<file path="config.mk">
export PLATFORM = sky130hd
export DESIGN_NAME = id_ex_stage
export DESIGN_NICKNAME = d
export VERILOG_FILES = /design/src/rtl/id_ex_stage.sv
export SDC_FILE = /design/constraint.sdc
export NUM_CORES = 1
export LEC_CHECK = 0
export BUFFER_PORTS_ARGS = -buffer_cell sky130_fd_sc_hd__buf_4
export CAP_MARGIN = 30
export CELL_PAD_IN_SITES_DETAIL_PLACEMENT = 0
export CELL_PAD_IN_SITES_GLOBAL_PLACEMENT = 1
export CORE_ASPECT_RATIO = 2
export CORE_MARGIN = 8
export CORE_UTILIZATION = 31
export DETAILED_ROUTE_END_ITERATION = 12
export PLACE_DENSITY_LB_ADDON = 0.1
export SYNTH_ARGS = -nofsm -noshare
export SYNTH_HDL_FRONTEND = slang
export SYNTH_SLANG_ARGS = --single-unit
export TNS_END_PERCENT = 50
</file>
<file path="constraint.sdc">
create_clock -name clk -period 4.3 [get_ports clk]
set_input_delay 0.215 -clock clk [delete_from_list [all_inputs] [get_ports clk]]
set_output_delay 0.215 -clock clk [all_outputs]
set_load 0.005 [all_outputs]
</file>
<file path="src/rtl/id_ex_stage.sv">
// ID/EX pipeline register with latch-time WB bypass, operand forwarding and hazard stall.
// Optional macro ID_EX_FORWARD_EN: MEM/WB forwarding muxes with load-use-only stall;
// when undefined, operands come straight from the latch and any RAW hazard stalls.
module id_ex_stage #(
  parameter int XLEN  = 32,
  parameter int RADDR = 5
) (
  input  logic             clk,
  input  logic             reset,
  input  logic             id_valid,
  input  logic [3:0]       id_ALUCode,
  input  logic [RADDR-1:0] id_rs1_addr,
  input  logic [RADDR-1:0] id_rs2_addr,
  input  logic [RADDR-1:0] id_rd_addr,
  input  logic [XLEN-1:0]  id_rs1_data,
  input  logic [XLEN-1:0]  id_rs2_data,
  input  logic [XLEN-1:0]  id_imm,
  input  logic             id_ALUSrcB,
  input  logic             id_RegWrite,
  input  logic             id_MemRead,
  input  logic             id_MemWrite,
  input  logic             flush,
  input  logic             mem_RegWrite,
  input  logic [RADDR-1:0] mem_rd_addr,
  input  logic [XLEN-1:0]  mem_ALUResult,
  input  logic             wb_RegWrite,
  input  logic [RADDR-1:0] wb_rd_addr,
  input  logic [XLEN-1:0]  wb_data,
  output logic             ex_valid,
  output logic [3:0]       ex_ALUCode,
  output logic [XLEN-1:0]  ex_A,
  output logic [XLEN-1:0]  ex_B,
  output logic [XLEN-1:0]  ex_store_data,
  output logic [RADDR-1:0] ex_rd_addr,
  output logic             ex_RegWrite,
  output logic             ex_MemRead,
  output logic             ex_MemWrite,
  output logic             stall
);

  logic             valid_q, valid_d;
  logic [3:0]       alu_q, alu_d;
  logic [RADDR-1:0] rd_q, rd_d;
  logic [XLEN-1:0]  rs1_data_q, rs1_data_d;
  logic [XLEN-1:0]  rs2_data_q, rs2_data_d;
  logic [XLEN-1:0]  imm_q, imm_d;
  logic             srcb_q, srcb_d;
  logic             regw_q, regw_d;
  logic             memr_q, memr_d;
  logic             memw_q, memw_d;
`ifdef ID_EX_FORWARD_EN
  logic [RADDR-1:0] rs1_q, rs1_d;
  logic [RADDR-1:0] rs2_q, rs2_d;
`endif

  logic            bubble, hazard;
  logic            wb_hit1, wb_hit2;
  logic [XLEN-1:0] fwd1, fwd2;

  assign bubble  = flush | stall;
  // The register file write and this read happen in the same cycle, so pick up WB here.
  assign wb_hit1 = wb_RegWrite && (wb_rd_addr == id_rs1_addr) && (id_rs1_addr != '0);
  assign wb_hit2 = wb_RegWrite && (wb_rd_addr == id_rs2_addr) && (id_rs2_addr != '0);

  always_comb begin
    valid_d    = 1'b0;
    alu_d      = '0;
    rd_d       = '0;
    rs1_data_d = '0;
    rs2_data_d = '0;
    imm_d      = '0;
    srcb_d     = 1'b0;
    regw_d     = 1'b0;
    memr_d     = 1'b0;
    memw_d     = 1'b0;
`ifdef ID_EX_FORWARD_EN
    rs1_d      = '0;
    rs2_d      = '0;
`endif
    if (!bubble) begin
      valid_d    = id_valid;
      alu_d      = id_ALUCode;
      rd_d       = id_rd_addr;
      rs1_data_d = wb_hit1 ? wb_data : id_rs1_data;
      rs2_data_d = wb_hit2 ? wb_data : id_rs2_data;
      imm_d      = id_imm;
      srcb_d     = id_ALUSrcB;
      regw_d     = id_RegWrite;
      memr_d     = id_MemRead;
      memw_d     = id_MemWrite;
`ifdef ID_EX_FORWARD_EN
      rs1_d      = id_rs1_addr;
      rs2_d      = id_rs2_addr;
`endif
    end
  end

  always_ff @(posedge clk or posedge reset) begin
    if (reset) begin
      valid_q    <= 1'b0;
      alu_q      <= '0;
      rd_q       <= '0;
      rs1_data_q <= '0;
      rs2_data_q <= '0;
      imm_q      <= '0;
      srcb_q     <= 1'b0;
      regw_q     <= 1'b0;
      memr_q     <= 1'b0;
      memw_q     <= 1'b0;
`ifdef ID_EX_FORWARD_EN
      rs1_q      <= '0;
      rs2_q      <= '0;
`endif
    end else begin
      valid_q    <= valid_d;
      alu_q      <= alu_d;
      rd_q       <= rd_d;
      rs1_data_q <= rs1_data_d;
      rs2_data_q <= rs2_data_d;
      imm_q      <= imm_d;
      srcb_q     <= srcb_d;
      regw_q     <= regw_d;
      memr_q     <= memr_d;
      memw_q     <= memw_d;
`ifdef ID_EX_FORWARD_EN
      rs1_q      <= rs1_d;
      rs2_q      <= rs2_d;
`endif
    end
  end

`ifdef ID_EX_FORWARD_EN
  // MEM is younger than WB, so it wins; x0 always reads the latched zero.
  always_comb begin
    fwd1 = rs1_data_q;
    if (rs1_q != '0) begin
      if (mem_RegWrite && mem_rd_addr == rs1_q)     fwd1 = mem_ALUResult;
      else if (wb_RegWrite && wb_rd_addr == rs1_q)  fwd1 = wb_data;
    end
    fwd2 = rs2_data_q;
    if (rs2_q != '0) begin
      if (mem_RegWrite && mem_rd_addr == rs2_q)     fwd2 = mem_ALUResult;
      else if (wb_RegWrite && wb_rd_addr == rs2_q)  fwd2 = wb_data;
    end
  end

  assign hazard = valid_q && memr_q && (rd_q != '0) && id_valid &&
                  ((rd_q == id_rs1_addr) || (rd_q == id_rs2_addr));
`else
  logic ex_raw1, ex_raw2, mem_raw1, mem_raw2;
  logic unused_mem_result;

  assign fwd1 = rs1_data_q;
  assign fwd2 = rs2_data_q;
  assign unused_mem_result = ^mem_ALUResult;

  // Without forwarding, any producer still in EX or MEM blocks the reader in ID.
  assign ex_raw1  = valid_q && regw_q && (rd_q == id_rs1_addr);
  assign ex_raw2  = valid_q && regw_q && (rd_q == id_rs2_addr);
  assign mem_raw1 = mem_RegWrite && (mem_rd_addr == id_rs1_addr);
  assign mem_raw2 = mem_RegWrite && (mem_rd_addr == id_rs2_addr);
  assign hazard   = ((id_rs1_addr != '0) && (ex_raw1 || mem_raw1)) ||
                    ((id_rs2_addr != '0) && (ex_raw2 || mem_raw2));
`endif

  assign stall         = hazard & ~flush;
  assign ex_valid      = valid_q;
  assign ex_ALUCode    = alu_q;
  assign ex_A          = fwd1;
  assign ex_B          = srcb_q ? imm_q : fwd2;
  assign ex_store_data = fwd2;
  assign ex_rd_addr    = rd_q;
  assign ex_RegWrite   = regw_q;
  assign ex_MemRead    = memr_q;
  assign ex_MemWrite   = memw_q;

endmodule

</file>
==> results.md <==
* Input/output buffers at 276
* Die area at 20150 um2
* Site Rows at 64
* Horiz. Die Dim at roughly 100 um
* CP most frequent cell: buf_4
* Crit path required time at 4580 ps
* Mean Syn Cell Area at 12.34 um2
* Worst EP arrival at 2520 ps
* Worst Skew at 7.415 ps
* CTS tree: done
* Hold Crit Class: in2async
* Clock sinks at 110
* First-pass GRT wire length at 25.05 mm
* Post-Synthesis Cell Area at approximately 4900 um2
* Layout net count at between 800 and 900
* Worst Setup End Kind: register
* Maximum clock rate at 447.4 MHz
* Maximum VDD drop at 0.1900 mV
* Final Total Pwr at 2.351 mW
* RD Place Congestion at about 0.80
* Synth Instances at 393
* Routed Antenna Nets at 0
* Pleak at about 3.6 nW
* R2R depth at 6
* Slowest stage delay, CP at 540 ps
* Core area at 15290 um2
* Clock-pin transition on the worst setup and hold timing paths at approximately 70 ps
* Num CTS Buffers at 9
* Post-synth top area share at 56.74%
* Post-DP HPWL at 12.86 mm
* Num ports at 309
* Status: finished clean
* RSZ-0062 raised after global routing: false
* Starting Density at 31.72%
* DRT iter0 DRCs at 84
* Via density per instance at 4.526
* # diodes at 0
* DRC errors left at 0
* Via count at 3924
* CP Launch Type: input port
* Post-CTS sizing at 0
* CTS Hold Bufs at 0
* Crit-path cells: buf_4 > or4_1 > nor2_1 > nand4b_1 > and4_1 > buf_4 > and2_1
* Initial antenna violation count at 0
* Largest net degree at the start of global routing at between 60 and 70
* Post-Route WL at 16.67 mm
* Layout cells sized above 1 at 50.22%
* Hold Vio Cnt, Final at 0
* CTS H-tree depth at 3
* GRT Resource Usage Total at 16.33%
* Post-Syn Nets at between 500 and 600
* Yosys reg bits at 110
* Overflow after GRT at 0
* Area delta synth->final at 52.41%
* Fin crit share at 51.98%
* Top cells by area, synth: dfrtp_1, mux2i_1, mux2_2
* Slowest CP cell: and4_1
* Post-route minimum period at 2235 ps
* CTS root buf: clkbuf_16
* # setup viols final at 0
* Worst slew margin at 43.18%
* Ys Warns at 0
* Vias in the first global route at 4390
* Cell taking the most area after synthesis: dfrtp_1
* Clock latency on the worst-skew pair at 350 ps
* CP max FO at 29
* Die Span Y at a little under 200 um
* Setup Crit Path Kind: in2reg
* Post-CTS Setup Inserts at 0
* Max-cap violations at 0
* Setup_tns at 0 ps
* Sequential fraction of the synthesis area at 56.74%
* DR WL/cell at between 15 and 20 um
* Pre-antenna DRT Iters at 4
* Maximum clock insertion buffer count at 2
* Max Transition Viols Final at 0
* Synth cell types at 26
* Least-Margin Pin Slew at 852.4 ps
* PwrDens at 317.9 nW/um2
## metrics by stage
stage               util, %  setup WS [ps]  hold slack, ps  instance area [um2]  std cells
floorplan                 -           1183           343.6                 4851        393
global placement      46.41           1571           424.2                 7098        850
detailed placement    46.54           1636           426.6                 7118        851
CTS                   48.34           2006           50.28                 7393        867
global route          48.34           1835           50.67                 7393        867
finish                48.34           2065           31.96                 7393        867
## path summary, 6_finish.rpt
| path | start | end | slack (ps) |
|---|---|---|---|
| setup / recovery | id_rs1_addr[2] | imm_q[14] | 2060 |
| hold / removal | reset | ex_A[30] | 30 |
| setup reg to reg | ex_rd_addr[2] | imm_q[14] | 2060 |
| hold reg to reg | ex_RegWrite | ex_A[4] | 1300 |
| max in group asynchronous | reset | imm_q[17] | 3170 |
| min in group clk | id_MemWrite | ex_MemWrite | 70 |
## cell type report
type,count,area [um2]
Tap cell,198,247.7
Sequential cell,110,2754
Timing Repair Buffer,281,2122
Clock buffer,11,242.7
Clock inverter,5,32.53
Multi-Input combinational cell,260,1984
Fill cell,1474,7901
Inverter,2,10.01
## registers in the layout (all words and copies together) (netlist names)
signal,cells
ex_A,32
ex_store_data,32
imm_q,32
ex_rd_addr,5
ex_ALUCode,4
ex_MemRead,1
ex_MemWrite,1
ex_RegWrite,1
ex_valid,1
srcb_q,1
## logic make-up (layout without fill, tap and decap cells)
logic type / Yosys count / in the layout / share of synthesized area [%]
buf+inv: 23 / 299 / 2.786
xor+xnor: 30 / 30 / 5.417
simple gates: 132 / 132 / 14.03
compound gates: 2 / 2 / 0.3869
mux: 96 / 96 / 20.63
flops: 110 / 110 / 56.74
## per-layer routing
metal / share of wire (%) / track usage [%] / wire length [um] / vias to the layer above
li1: - / - / - / 1842
met1: 33 / 15.15 / 5445 / 1902
met2: 57 / 31.09 / 9421 / 157
met3: 8.0 / 5.719 / 1333 / 23
met4: 2.8 / 7.515 / 467 / 0
met5: 0 / 0 / 0 / -
## power breakdown
group          internal (mW)  switching, mW
combinational          0.264          0.175
sequential              1.10         0.0319
clock                  0.410          0.373
## layout by cell type (no fill, tap or decap), types with 2 or more instances in the layout
master     netlist  layout
clkinv_2         0       3
dfrtp_1        110     109
and2_1          46      46
or4_1            3       3
mux2_2          32      32
xnor2_1         24      24
nor2_1          65      65
nand4_1          5       5
buf_4            1     280
clkbuf_16        0       9
mux2i_1         64      64
xor2_1           6       6
nor3_4           0       2
nand2_1          4       4
## synthesized netlist by cell type, drive strengths merged
cell type and count:
xor2 6, buf 20, mux2i 64, nor2 66, or4 4, xnor2 24, nand2 4, clkbuf 1
mux2 32, and4 1, nor4 1, or3 1, nand4b 1, a41oi 1, o31a 1, nor3 2
and2 46, dfrtp 110, inv 2, nand4 6
## critical path, delay by kind of cell
family | cells | cell delay [ps]
buffers and inverters | 2 | 540
AND/OR/NAND/NOR | 5 | 1760
Note: power is estimated with default switching activity, not from simulation.
